<file path="src/rtl/tff_count_ctrl.sv">
// tff_count_ctrl
//   Sequences an external bank of W T flip-flops as a binary counter.
//   A run clears the bank, then drives increment toggle masks until the bank
//   reaches the latched limit. One-shot runs finish with a single done pulse
//   and leave the bank at the limit. Auto-reload runs fold the bank back to
//   zero and count wraps (saturating at 255).
//
// Ports
//   clk     : rising-edge clock for all state
//   rst     : synchronous active-high reset
//   start   : begin a run (accepted in IDLE only)
//   stop    : abort an active run (CLEAR or COUNT)
//   mode    : 0 one-shot, 1 auto-reload; sampled with start
//   limit   : terminal count; sampled with start
//   q_in    : q outputs of the external TFF bank
//   t_en    : t inputs of the external TFF bank
//   tff_rst : synchronous clear of the external TFF bank
//   busy    : high in CLEAR and COUNT
//   done    : one-cycle pulse when a one-shot run completes
//   wraps   : auto-reload wrap count, saturating
module tff_count_ctrl #(
  parameter int W = 4
) (
  input  logic         clk,
  input  logic         rst,
  input  logic         start,
  input  logic         stop,
  input  logic         mode,
  input  logic [W-1:0] limit,
  input  logic [W-1:0] q_in,
  output logic [W-1:0] t_en,
  output logic         tff_rst,
  output logic         busy,
  output logic         done,
  output logic [7:0]   wraps
);

  typedef enum logic [1:0] {
    IDLE  = 2'd0,
    CLEAR = 2'd1,
    COUNT = 2'd2,
    DONE  = 2'd3
  } state_t;

  state_t       state_q;
  logic [W-1:0] limit_q;
  logic         mode_q;
  logic [7:0]   wraps_q;

  logic         at_limit;
  logic [W-1:0] inc_mask;
  logic         carry;

  assign at_limit = (q_in == limit_q);

  // Toggle mask for a binary increment: bit i toggles when all lower bits are 1.
  always_comb begin
    inc_mask = '0;
    carry    = 1'b1;
    for (int unsigned i = 0; i < W; i++) begin
      inc_mask[i] = carry;
      carry       = carry & q_in[i];
    end
  end

  // Toggle drive is combinational so a stop or reset silences the bank in the
  // same cycle it is seen.
  always_comb begin
    t_en = '0;
    if (!rst && (state_q == COUNT) && !stop) begin
      if (at_limit) begin
        // Toggling every set bit returns the bank to zero on the next edge.
        if (mode_q) t_en = q_in;
      end else begin
        t_en = inc_mask;
      end
    end
  end

  // Status outputs decode the registered state; reset forces the bank clear
  // and masks busy/done so an abandoned run never reports completion.
  assign tff_rst = rst | (state_q == CLEAR);
  assign busy    = !rst && ((state_q == CLEAR) || (state_q == COUNT));
  assign done    = !rst && (state_q == DONE);
  assign wraps   = wraps_q;

  always_ff @(posedge clk) begin
    if (rst) begin
      state_q <= IDLE;
      limit_q <= '0;
      mode_q  <= 1'b0;
      wraps_q <= '0;
    end else begin
      unique case (state_q)
        IDLE: begin
          if (start) begin
            limit_q <= limit;
            mode_q  <= mode;
            wraps_q <= '0;
            state_q <= CLEAR;
          end
        end
        CLEAR: begin
          state_q <= stop ? IDLE : COUNT;
        end
        COUNT: begin
          // Stop wins over the terminal-count check.
          if (stop) begin
            state_q <= IDLE;
          end else if (at_limit) begin
            if (mode_q) begin
              if (wraps_q != 8'hFF) wraps_q <= wraps_q + 8'd1;
            end else begin
              state_q <= DONE;
            end
          end
        end
        DONE: begin
          state_q <= IDLE;
        end
        default: state_q <= IDLE;
      endcase
    end
  end

endmodule

</file>
<file path="config.mk">
export PLATFORM = sky130hd
export DESIGN_NAME = tff_count_ctrl
export DESIGN_NICKNAME = d
export VERILOG_FILES = /design/src/rtl/tff_count_ctrl.sv
export SDC_FILE = /design/constraint.sdc
export NUM_CORES = 1
export LEC_CHECK = 0
export CORE_UTILIZATION = 49
export CTS_BUF_LIST = sky130_fd_sc_hd__clkbuf_8
export DETAILED_ROUTE_END_ITERATION = 16
export PLACE_DENSITY = 0.81
export SLEW_MARGIN = 0
export SYNTH_ARGS = -nofsm -noshare
export SYNTH_HDL_FRONTEND = slang
export SYNTH_SLANG_ARGS = --single-unit
</file>
<file path="constraint.sdc">
create_clock -name clk -period 1.9 [get_ports clk]
set_input_delay 0.285 -clock clk [delete_from_list [all_inputs] [get_ports clk]]
set_output_delay 0.285 -clock clk [all_outputs]
set_load 0.005 [all_outputs]
</file>
# ---- Word level (Yosys, flattened, before mapping)
# Index checks and enable logic that the tools add are counted.
dict set report totals {
  out_inout_bits 15
  wordCells 47
  reg_bits 15
  in_bits 13
}
dict set report classes {
  bitwise 3
  n_reduce_logical 12
  n_addsub 1
  muxes 15
  eq_ne 12
}
# op n
set ops {}
lappend ops {{$mux W8} 5}
lappend ops {{$pmux W8 S2} 1}
lappend ops {{$mux W4} 3}
lappend ops {{$mux W2} 5}
lappend ops {{$add A8 B1 Y8 const B} 1}
lappend ops {{$ne A2 B2 Y1 const B} 4}
lappend ops {{$ne A8 B8 Y1 const B} 1}
lappend ops {{$pmux W2 S4} 1}
lappend ops {{$ne A3 B3 Y1 const B} 2}
lappend ops {{$reduce_and A6 Y1} 1}
lappend ops {{$eq A2 B2 Y1 const B} 2}
lappend ops {{$eq A4 B4 Y1} 1}
lappend ops {{$logic_and A1 B1 Y1} 4}
lappend ops {{$reduce_and A3 Y1} 1}
lappend ops {{$and A1 B1 Y1} 2}
lappend ops {{$eq A2 B1 Y1 const B} 1}
lappend ops {{$logic_not A1 Y1} 2}
lappend ops {{$logic_not A2 Y1} 1}
lappend ops {{$ne A2 B1 Y1 const B} 1}
lappend ops {{$reduce_and A2 Y1} 1}
lappend ops {{$reduce_bool A2 Y1} 1}
lappend ops {{$logic_or A1 B1 Y1} 1}
lappend ops {{$or A1 B1 Y1} 1}

# ---- Logic depth before layout (Yosys ltp)
dict set report logic_depth {
  ltp_word 6
  depth_mapped 7
  ltp_nobuf 6
}

# ---- Least setup slack after synthesis
# OpenSTA, ideal clock, no wires.
dict set report synth_timing {
  path_type {register to register}
  from {reg state_q[0]}
  to {reg wraps_q[6], in the netlist wraps[6]}
  period_less_slack_ns 1.727
  required_time_ns 1.842
  slack_ns 0.173
  setup_ns 0.058
  path_buffers 0
  path_stages_with_launch 7
  t_arrival_ns 1.669
  cell_sequence {dfxtp_1 -> inv_1 -> ha_1 -> or3b_4 -> a2111oi_4 -> and3_1 -> a211o_1}
}
dict set report synth_between {
  elab_chain_cells 3
  word_cells_on_any_way 10
  cone_classes {eq/ne (6); mux (1); reduce/logical (3)}
}
# item line
set synth_lines {}
lappend synth_lines {{start, declared} 45} ;# state_t state_q;
lappend synth_lines {{start signal, assigned} 104} ;# state_q <= stop ? IDLE : COUNT;
lappend synth_lines {{$eq A2 B2 Y1 or $logic_not A2 Y1 (tied branches)} 94} ;# unique case (state_q)
lappend synth_lines {{$ne A2 B1 Y1 (no line), or another cell as far along} -}
lappend synth_lines {{$reduce_and A6 Y1 (no line)} -}
lappend synth_lines {{end signal, assigned} 112} ;# if (wraps_q != 8'hFF) wraps_q <= wraps_q + 8'd1;
lappend synth_lines {{end, declared} 48} ;# logic [7:0] wraps_q;
# Parallel ways exist; a longest one is shown, timed or not.
# A chain may end at the register's enable or synchronous reset.

# ---- Worst setup path after layout
dict set report layout_timing {
  from {reg state_q[0]}
  to {out t_en[2]}
}
dict set report layout_between {
  elab_chain_cells 4
}
# item line
set layout_lines {}
lappend layout_lines {{$eq A2 B2 Y1} 70} ;# if (!rst && (state_q == COUNT) && !stop) begin
lappend layout_lines {{$logic_and A1 B1 Y1 (2 in a row)} 70}
lappend layout_lines {{$mux W4} 70}
lappend layout_lines {{end, declared} 31} ;# output logic [W-1:0] t_en,
# Every way passes these cells.

==> impl_metrics.tcl <==
set metrics [dict create \
    crit_type "flop to output pin" \
    drc_errors 0 \
    cts-hold-fix-buffers 0 \
    root_buffer "clkbuf_8" \
    whs_ps 493 \
    io_pins 28 \
    core_area_um2 1960 \
    drt_iter0_markers 66 \
    hold_class "flop to flop" \
    wl_per_cell_um 16.6 \
    areaGrowthSynthToFinish_pct 59.3 \
    switchingPower_uw 240 \
    drive_gt1_share_pct 29.3 \
    rsz0062_at_grt "true" \
    min_to "limit_q[2]" \
    p_int_uw 573 \
    status "finished with violations" \
    slowest_stage "or3b_4" \
    p_sw_share_pct 29.6 \
    cts_buffers 3 \
    grt-ovfl-total 0 \
    n_fill_cell 127 \
    vias 1274 \
    slew_violations 0 \
    path_clk_slew_ps 70 \
    skew_ps 2.81 \
    total_power_uw 813 \
    post-dp-hpwl_um 2180 \
    cts_tree "yes" \
    dieArea_um2 2280 \
    grt_pass1_vias 1014 \
    die-height_um 47.8 \
    critPathCaptureType "output pin" \
    yosysSeqAreaShare_pct 29.3 \
    nets 203 \
    required_ps 1620 \
    yosys.cell_types.count 37 \
    grt_start_max_net_pins 22 \
    grt.total_usage_pct 30.5 \
    ys_ff_latch 15 \
    avgSynthCellArea_um2 7.77 \
    power_frac_comb_pct 24.9 \
    crit_path_max_incr_delay_ps 400 \
    rows 16 \
    reg2reg_from "state_q[0]" \
    via_per_inst 6.04 \
    arrival_ps 1660 \
    die_w_um 47.8 \
    ant_nets 0 \
    cts.sinks 15 \
    max_freq_ghz 0.514 \
    hold_path_depth 2 \
    insertion_delay_ps 250 \
    maxCapViolations 0 \
    vdd_drop_max_v 0.000438 \
    crit_top_cell "buf_6" \
    hold_start "limit_q[2]" \
    gp_congestion 0.852 \
    clk_path_buf_depth 2 \
    grt_first_pass_wirelength_um 4740 \
    dr.pass1.iters 4 \
    initial_core_util_pct 52.3 \
    wl_met1_um 1430 \
    finalCritPeriodShare_pct 102 \
    htreeDepth 1 \
    hold_violations 0 \
    reg2reg_depth 9 \
    r2r_setup_slack_ps -10 \
    drt_wl_total_um 3500 \
    wl_met3_um 246 \
    violations "negative setup slack" \
    crit_chain "inv_2, ha_4, or3b_4, buf_6, buf_6, a21oi_2, buf_2" \
    setup_violations 4 \
    post-route-min-period_ps 1950 \
    syn-cell-area_um2 1030 \
    worst_slack_ps -45.2 \
    synthCells 132 \
    top_layer_used "met4" \
    worstMarginPinSlew_ps 355 \
    io_buffer_count 27 \
    num_antenna_cells 0 \
    dr_wl_met2_um 1730 \
    path_max_fanout 3 \
    p_leak_nw 0.650 \
    critPathLaunchType "flop" \
    p_clk_share_pct 33.2 \
    rr_endpoint "wraps[4]" \
    power_density_nw_per_um2 498 \
    max-slew-margin-rel_pct 76.0 \
    synth_warnings 0 \
    antenna_found_initial 0 \
    syn_nets 150 \
    share_seq_of_total_power_pct 41.9 \
]
## Yosys cell counts
cell type | number | area share, %
nand2b_1 | 1 | 0.61
inv_1 | 8 | 2.9
o22ai_1 | 1 | 0.61
o221a_1 | 1 | 1.1
a2111oi_4 | 1 | 2.7
nand2_1 | 17 | 6.2
nor2b_1 | 5 | 3.0
o31ai_1 | 4 | 2.9
buf_2 | 1 | 0.49
nand4_1 | 3 | 1.8
o31a_1 | 1 | 0.85
and3_1 | 4 | 2.4
a211o_1 | 2 | 1.7
dfxtp_1 | 15 | 29
or3b_4 | 1 | 1.1
o2111a_1 | 1 | 1.1
and4_1 | 2 | 1.7
a31oi_1 | 3 | 1.8
nand3_1 | 13 | 6.3
a32oi_1 | 1 | 0.85
or4_1 | 1 | 0.73
nor4b_1 | 1 | 0.85
mux2i_1 | 1 | 0.98
o21a_1 | 1 | 0.73
xnor2_1 | 4 | 3.4
nor3_1 | 4 | 2.0
nor2_1 | 4 | 1.5
o211ai_1 | 1 | 0.73
nor4_1 | 1 | 0.61
a41oi_1 | 2 | 1.7
ha_1 | 5 | 6.1
o21ai_1 | 3 | 1.5
or2_1 | 1 | 0.61
o2111ai_1 | 1 | 0.85
a21oi_1 | 10 | 4.9
a211oi_1 | 2 | 1.5
clkbuf_1 | 5 | 1.8
## flip-flops by register name, indices dropped and copies added, names as in the netlist
register  cells
limit_q       4
mode_q        1
state_q       2
wraps         8
## critical path, delay by kind of cell, from the launching register on
kind | cells | cell delay [ps]
buf+inv | 4 | 460
simple gates | 1 | 400
flops | 1 | 330
fa+ha+maj | 1 | 120
compound gates | 1 | 100
## final cells by class
type	count	area, um2	area share, %
clock buffers	3	41.3	2.53
clock inverters	1	3.75	0.230
repair buffers	54	460	28.2
inverters	8	30.0	1.84
multi-input cells	103	761	46.6
well taps	27	33.8	2.07
flip-flops and latches	15	304	18.6
## worst max-delay path by stage
| stage | start | end | slack (ps) | cells past startpoint |
|---|---|---|---|---|
| after global placement | q_in[0] | t_en[1] | -330 | 6 |
| after floorplan | state_q[0] | wraps[6] | 170 | 6 |
| after CTS | state_q[0] | t_en[0] | -3 | 7 |
| final | state_q[0] | t_en[2] | -50 | 7 |
| after global routing | state_q[0] | t_en[2] | -80 | 7 |
| after detailed placement | q_in[2] | t_en[1] | -480 | 6 |
## stage by stage
step,std cells,area (um2),util (%),TNS [ps],setup slack [ps]
after CTS,211,1610,82.1,-3.13,-2.96
after global placement,200,1460,74.2,-1570,-328
after floorplan,132,1030,-,0,173
after global routing,211,1630,83.3,-283,-82.2
final,211,1630,83.3,-74.7,-45.2
after detailed placement,200,1460,74.2,-2240,-483
## per-layer routing
layer,track usage (%),vias up
met3,4.15,16
met4,13.9,0
met1,37.7,584
met2,52.4,73
met5,0,-
li1,-,601
## power groups by stage
stage               Sequential [mW]  Combinational [mW]  Clock (mW)
global placement              0.342               0.176           0
finish                        0.341               0.202       0.270
floorplan                     0.339              0.0858           0
CTS                           0.340               0.195       0.267
detailed placement            0.343               0.181           0
global route                  0.342               0.218       0.279
## logic make-up (layout without fill, tap and decap cells)
| logic type | Yosys count | after routing | share of synthesized area [%] |
|---|---|---|---|
| adder cells (fa/ha/maj) | 5 | 5 | 6.10 |
| AO/OA/AOI/OAI | 35 | 35 | 25.5 |
| flip-flops | 15 | 15 | 29.3 |
| multiplexers | 1 | 1 | 0.976 |
| buffers and inverters | 14 | 66 | 5.24 |
| AND/OR/NAND/NOR | 58 | 58 | 29.5 |
| XOR/XNOR | 4 | 4 | 3.41 |
## cell usage in the layout (no fill, tap or decap), types with 6 or more instances in the layout
cell type / Yosys / layout
dlygate4sd2_1: 0 / 6
buf_4: 0 / 23
nand3_1: 13 / 13
dfxtp_1: 15 / 12
nand2_1: 17 / 17
clkdlybuf4s50_1: 0 / 17
a21oi_1: 10 / 6
inv_1: 8 / 8
## what timing repair did
item                                    in CTS  in global routing
buffers inserted                             7                  0
endpoints found under the setup margin       7                 10
pin swaps                                    5                  2
endpoints found under the hold margin        0                  0
resized for setup                           39                  6
Note: power is estimated with default switching activity, not from simulation.
